==> src/rtl/cpu_pkg.sv <==
// cpu_pkg
//   Definitions shared by the stack-architecture CPU blocks:
//   - default data width and operand-stack depth
//   - instruction opcodes (PUSH..RET), decoded by the control FSM
//   - control FSM state encodings, so that datapath blocks and benches
//     can name the states the controller steps through
//   The package has no ports.
package cpu_pkg;

  // Width of one memory word / stack entry and default operand-stack depth
  localparam int CPU_DATA_WIDTH = 16;
  localparam int STACK_DEPTH    = 32;

  // Instruction opcodes
  typedef enum logic [3:0] {
    OP_PUSH  = 4'h0,
    OP_POP   = 4'h1,
    OP_ADD   = 4'h2,
    OP_SUB   = 4'h3,
    OP_AND   = 4'h4,
    OP_OR    = 4'h5,
    OP_NOT   = 4'h6,
    OP_LOAD  = 4'h7,
    OP_STORE = 4'h8,
    OP_JMP   = 4'h9,
    OP_JZ    = 4'hA,
    OP_CALL  = 4'hB,
    OP_RET   = 4'hC
  } opcode_e;

  // Control FSM states. SET_A issues a pop; SAVE_A captures pop_data one
  // clock later, which is why the stack registers its pop result.
  typedef enum logic [3:0] {
    ST_FETCH   = 4'h0,
    ST_DECODE  = 4'h1,
    ST_SET_A   = 4'h2,
    ST_SAVE_A  = 4'h3,
    ST_SET_B   = 4'h4,
    ST_SAVE_B  = 4'h5,
    ST_EXECUTE = 4'h6,
    ST_PUSH    = 4'h7,
    ST_MEM     = 4'h8,
    ST_BRANCH  = 4'h9
  } ctrl_state_e;

  // True when the opcode consumes two operands from the stack
  function automatic logic is_binary_op(input opcode_e op);
    return (op == OP_ADD) || (op == OP_SUB) || (op == OP_AND) || (op == OP_OR);
  endfunction

endpackage

==> src/rtl/stack_ram.sv <==
// stack_ram
//   Storage array of the operand stack: DEPTH x DATA_WIDTH words with one
//   synchronous write port and one asynchronous read port. The contents
//   are deliberately not reset.
// Ports
//   clk    in   rising-edge clock for the write port
//   we     in   write enable
//   waddr  in   write address
//   wdata  in   write data
//   raddr  in   read address (combinational read)
//   rdata  out  mem[raddr]
module stack_ram
  import cpu_pkg::*;
#(
  parameter int DATA_WIDTH = CPU_DATA_WIDTH,
  parameter int DEPTH      = STACK_DEPTH,
  localparam int ADDR_W    = $clog2(DEPTH)
) (
  input  logic                  clk,
  input  logic                  we,
  input  logic [ADDR_W-1:0]     waddr,
  input  logic [DATA_WIDTH-1:0] wdata,
  input  logic [ADDR_W-1:0]     raddr,
  output logic [DATA_WIDTH-1:0] rdata
);

  logic [DATA_WIDTH-1:0] mem [DEPTH];

  // Single write port; no reset so the array maps onto plain RAM
  always_ff @(posedge clk) begin
    if (we) begin
      mem[waddr] <= wdata;
    end
  end

  // Asynchronous read, no write-through bypass
  assign rdata = mem[raddr];

endmodule

==> src/rtl/data_stack.sv <==
// data_stack
//   Hardware LIFO for the CPU operand stack. Holds the stack pointer, the
//   registered pop result and the fault flags; storage lives in stack_ram.
//   Build option: define DATA_STACK_ERR_STICKY_EN to make err_ovf/err_unf
//   sticky (cleared only by rst_n or rst_stack). Without it they are
//   single-cycle pulses, high the cycle after the offending request.
// Ports
//   clk         in   rising-edge clock
//   rst_n       in   asynchronous reset, active-low
//   rst_stack   in   synchronous clear from control (beats push/pop)
//   push_stack  in   push stack_data
//   pop_stack   in   pop top entry (with push_stack: replace top)
//   stack_data  in   value to push
//   pop_data    out  value of last successful pop, one clock after the pop
//   pop_valid   out  pulse: pop_data updated this cycle
//   top_data    out  mem[sp-1], 0 when empty
//   sp          out  number of entries held, 0..DEPTH
//   empty       out  sp == 0
//   full        out  sp == DEPTH
//   err_ovf     out  push refused because full
//   err_unf     out  pop refused because empty
module data_stack
  import cpu_pkg::*;
#(
  parameter int DATA_WIDTH = CPU_DATA_WIDTH,
  parameter int DEPTH      = STACK_DEPTH,
  localparam int PTR_W     = $clog2(DEPTH) + 1
) (
  input  logic                  clk,
  input  logic                  rst_n,
  input  logic                  rst_stack,
  input  logic                  push_stack,
  input  logic                  pop_stack,
  input  logic [DATA_WIDTH-1:0] stack_data,
  output logic [DATA_WIDTH-1:0] pop_data,
  output logic                  pop_valid,
  output logic [DATA_WIDTH-1:0] top_data,
  output logic [PTR_W-1:0]      sp,
  output logic                  empty,
  output logic                  full,
  output logic                  err_ovf,
  output logic                  err_unf
);

  localparam int ADDR_W = $clog2(DEPTH);

  logic [ADDR_W-1:0]     top_addr;
  logic [ADDR_W-1:0]     wr_addr;
  logic [DATA_WIDTH-1:0] rd_data;
  logic                  ram_we;
  logic [PTR_W-1:0]      sp_next;
  logic                  pop_take;
  logic                  ovf_event;
  logic                  unf_event;

  assign empty = (sp == '0);
  assign full  = (sp == PTR_W'(DEPTH));

  // Address of the current top entry. When sp == DEPTH the low bits are
  // zero and the subtraction wraps to DEPTH-1, which is what we want.
  assign top_addr = sp[ADDR_W-1:0] - ADDR_W'(1);

  stack_ram #(
    .DATA_WIDTH (DATA_WIDTH),
    .DEPTH      (DEPTH)
  ) u_ram (
    .clk   (clk),
    .we    (ram_we),
    .waddr (wr_addr),
    .wdata (stack_data),
    .raddr (top_addr),
    .rdata (rd_data)
  );

  assign top_data = empty ? '0 : rd_data;

  // Decode the request into a RAM write, the next pointer and fault events.
  // Push+pop on a non-empty stack overwrites the top in place while the old
  // top is captured into pop_data. On an empty stack it degrades to a plain
  // push and still flags the underflow. rst_stack suppresses the write.
  always_comb begin
    ram_we    = 1'b0;
    wr_addr   = sp[ADDR_W-1:0];
    sp_next   = sp;
    pop_take  = 1'b0;
    ovf_event = 1'b0;
    unf_event = 1'b0;
    if (push_stack && pop_stack) begin
      if (empty) begin
        ram_we    = 1'b1;
        sp_next   = sp + PTR_W'(1);
        unf_event = 1'b1;
      end else begin
        ram_we   = 1'b1;
        wr_addr  = top_addr;
        pop_take = 1'b1;
      end
    end else if (push_stack) begin
      if (full) begin
        ovf_event = 1'b1;
      end else begin
        ram_we  = 1'b1;
        sp_next = sp + PTR_W'(1);
      end
    end else if (pop_stack) begin
      if (empty) begin
        unf_event = 1'b1;
      end else begin
        pop_take = 1'b1;
        sp_next  = sp - PTR_W'(1);
      end
    end
    if (rst_stack) begin
      ram_we = 1'b0;
    end
  end

  // Pointer, pop result and fault flags. pop_data is left alone by
  // rst_stack; only a successful pop or rst_n changes it.
  always_ff @(posedge clk or negedge rst_n) begin
    if (!rst_n) begin
      sp        <= '0;
      pop_data  <= '0;
      pop_valid <= 1'b0;
      err_ovf   <= 1'b0;
      err_unf   <= 1'b0;
    end else if (rst_stack) begin
      sp        <= '0;
      pop_valid <= 1'b0;
      err_ovf   <= 1'b0;
      err_unf   <= 1'b0;
    end else begin
      sp        <= sp_next;
      pop_valid <= pop_take;
      if (pop_take) begin
        pop_data <= rd_data;
      end
`ifdef DATA_STACK_ERR_STICKY_EN
      err_ovf <= err_ovf | ovf_event;
      err_unf <= err_unf | unf_event;
`else
      err_ovf <= ovf_event;
      err_unf <= unf_event;
`endif
    end
  end

endmodule

==> config.mk <==
export PLATFORM = sky130hd
export DESIGN_NAME = data_stack
export DESIGN_NICKNAME = d
export VERILOG_FILES = /design/src/rtl/cpu_pkg.sv /design/src/rtl/stack_ram.sv /design/src/rtl/data_stack.sv
export SDC_FILE = /design/constraint.sdc
export NUM_CORES = 1
export LEC_CHECK = 0
export ABC_CLOCK_PERIOD_IN_PS = 3800
export CORE_AREA = 2 2 215 174
export DETAILED_ROUTE_END_ITERATION = 16
export DIE_AREA = 0 0 217 176
export PLACE_DENSITY = 0.78
export SLEW_MARGIN = 10
export SYNTH_ARGS = -nofsm -noshare
export SYNTH_HDL_FRONTEND = slang
export SYNTH_HIERARCHICAL = 1
export SYNTH_SLANG_ARGS = --single-unit
export TNS_END_PERCENT = 100
==> constraint.sdc <==
create_clock -name clk -period 3.8 [get_ports clk]
set_input_delay 0.57 -clock clk [delete_from_list [all_inputs] [get_ports clk]]
set_output_delay 0.57 -clock clk [all_outputs]
set_load 0.01 [all_outputs]
==> results.toml <==
[global_route]
met2_usage_pct = 42.7
grt_use_total_pct = 27.4
grt_antenna_before_repair = 2
grt_pass1_vias = 12100
busiest_layer = "met2"
grt_pass1_wl_mm = 77.0
use_met3_pct = 4.75
grt_start_max_net_pins = 92
grt_util_met1_pct = 40.8
grt_overflow_total = 0

[sta]
period_share_pct = 99.5
tightestPinTransition_ns = 1.25
drv_slew = 0
rsz0062_at_grt = "yes"
maxSlewHeadroom_pct = 16.6
finalCriticalPeriod_ns = 3.78
setup_viol = 0
skew_ns = 0.0159
fmax_mhz = 265
hold_viol_final = 0

[logic_synthesis]
netlist.area_leader.share_pct = 70.7
synth_edf_count = 512
syn_nets = 1294
seq_area_frac_synth_pct = 73.5
synth.top_cells.by_count = "edfxtp_1 (512), mux2i_1 (258), a22oi_1 (65)"
yosys_register_bits = 537
synth-async-reset-ratio_pct = 4.66
ys_top_cells_by_area = "edfxtp_1 (71%), mux2i_1 (12%), dfrtp_1 (2.9%)"
synth_top_cell_by_area = "edfxtp_1"
yosysMostFrequentCell = "edfxtp_1"
synth_flop_cell = "edfxtp_1"
syn_inst = 1270
synth_cell_type_count = 45
syn_area_um2 = 21800
synth_warnings = 6
syn_area_per_cell_um2 = 17.1

[job]
drv_cap = 0

[outcome]
status = "completed"

[clocking]
clk_pin_slew_ns = 0.06
cts_buffer_depth = 3
cts_root_buf = "clkbuf_16"
cts_inserted_buffers = 49
clk_latency_ns = 0.58
cts_tree = "built"
htree_levels = 2
cts_sinks = 537

[cells_and_area]
postLayoutCellArea_um2 = 25400
syn_to_final_growth_pct = 16.6
fin_nets = 1449
layout-drive-gt1-share_pct = 18.5
antenna_cells = 0

[die]
dieArea_um2 = 38200
die_w_um = 217
core_um2 = 35800
io_pins = 64
std_cell_rows = 62
start_util_pct = 60.7
fp.dieH_um = 176

[pwr]
leakagePower_uw = 0.00970
power_uw = 23700
ir_drop_mv = 0.583
power.density_nw_per_um2 = 933

[critical_path]
r2r_cells = 8
worstPathMaxFanout = 5
crit_path_start_kind = "flop"
cp.required_ns = 3.23
critPathBufInv = 5
arrival_ns = 3.21
cp_cell_sequence = "inv_8 > ha_4 > xor2_2 > buf_6 > nor2b_4 > buf_12 > buf_8 > a22o_1 > nor3_1 > a31oi_1 > nand3_1 > nor2b_1 > dlygate4sd2_1"
criticalPathCategory = "reg -> out"
r2r_end = "u_ram/mem[11][15]"
slowest_delay_ns = 0.44
cp-end-kind = "primary output"
cp_slowest_cell = "dfrtp_2"
r2r-start = "sp[2]"
startpoint = "sp[0]"
reg2reg_setup_slack_ns = 0.54
path_delay_family = "buffers and inverters"

[detailed_routing]
via_per_inst = 6.41
first_iter_violations = 1892
dr.pass1.iters = 9
drcViolationCount = 0
via_count = 12500
wire_per_inst_um = 27.5
wl_mm = 53.4
postRouteAntennaNets = 0

[placed_design]
portBuffers = 63
dpl_cell_area_um2 = 23300
hpwl_mm = 30.8
gp_congestion = 0.832

[hold_path]
hold_path_class = "in -> async"
## worst max-delay path by stage
stage | end | slack, ns | depth (start not counted)
after floorplan | u_ram/mem[19][0] | 0.32 | 9
after global placement | top_data[3] | 0.15 | 14
after detailed placement | top_data[3] | 0.17 | 14
after CTS | top_data[13] | 0.03 | 12
after global routing | top_data[13] | -0.05 | 12
final | top_data[13] | 0.02 | 13
## metrics by stage
stage | worst slack [ns] | TNS [ns] | std cells | util (%) | hold slack, ns
2_1_floorplan | 0.323 | 0 | 1270 | - | 0.274
3_3_place_gp | 0.150 | 0 | 1834 | 64.9 | 0.489
3_5_place_dp | 0.167 | 0 | 1834 | 64.9 | 0.496
4_1_cts | 0.0250 | 0 | 1934 | 70.3 | 0.517
5_1_grt | -0.0544 | -0.0883 | 1943 | 70.8 | 0.0221
6_report | 0.0201 | 0 | 1943 | 70.8 | 0.000858
## placed cells by master, fill, tap and decap left out, types with 3 or more instances in the layout
master / Yosys / layout
edfxtp_1: 512 / 512
mux2i_1: 258 / 258
buf_4: 19 / 93
a22oi_1: 65 / 58
clkbuf_16: 0 / 53
clkdlybuf4s50_1: 0 / 45
nor2_1: 42 / 42
a21oi_1: 39 / 39
nand2_1: 37 / 37
a22o_1: 33 / 33
nand3_1: 36 / 26
dfrtp_1: 25 / 24
nor2b_1: 24 / 22
nand4_1: 17 / 17
mux2_2: 12 / 12
buf_12: 6 / 12
clkbuf_1: 16 / 11
nor3_1: 21 / 10
nor3_2: 0 / 10
nand3_2: 0 / 10
mux2_4: 9 / 9
clkinv_2: 0 / 9
dlygate4sd2_1: 0 / 9
a31oi_1: 16 / 9
clkinv_1: 0 / 8
a31oi_2: 0 / 7
a22oi_2: 0 / 7
inv_1: 7 / 5
nand3b_1: 5 / 5
bufinv_16: 0 / 4
buf_2: 21 / 4
xor2_2: 0 / 3
a21o_1: 3 / 3
nand2b_1: 3 / 3
clkbuf_2: 0 / 3
or3b_2: 3 / 3
buf_6: 8 / 3
buf_8: 6 / 3
## report_power, final
group / internal [uW] / total (uW) / switching [uW]
Clock: 2770 / 4880 / 2120
Combinational: 5030 / 11800 / 6770
Sequential: 6820 / 6990 / 162
Total: 14600 / 23700 / 9050
## cell families after synthesis
logic type | synth area share (%)
simple gates | 4.84
compound gates | 5.22
flops | 73.5
mux | 13.1
fa+ha+maj | 0.173
buf+inv | 2.92
xor+xnor | 0.201
## metal layers
metal,routed length (um),part of all wire [%],up-vias
met5,0,0,-
met4,1450,2.7,0
met3,5880,11,97
met2,24800,46,802
met1,21300,40,6265
li1,-,-,5299
## repair_timing
| item | in CTS | in global routing |
|---|---|---|
| gates resized for setup | 72 | 22 |
| setup endpoints to repair | 16 | 15 |
| gates cloned | 2 | 2 |
| pin swaps | 26 | 14 |
| buffers inserted | 10 | 7 |
| hold buffers | 0 | 0 |
## sequential cells by signal (all words and copies together) (netlist names)
signal     count
err_ovf        1
err_unf        1
pop_data      16
pop_valid      1
sp             6
u_ram/mem    512
## worst reg2reg max path, delay by kind of cell (launching register included)
kind                   cells  cell delay [ns]
buffers and inverters      2             0.57
DFF                        1             0.51
and+or+nand+nor            5             1.56
AOI/OAI and AO/OA          1             0.29
## final cells by class
class                      instances  area, um2
clock buffer                      64       1350
clock inverter                    25        229
inverter                           7       33.8
multi-input combinational        650       5380
tap                              480        601
sequential                       537      16000
timing repair buffer             180       1770
fill                            2223      10500
No activity file was read; power rests on OpenSTA's default activity.
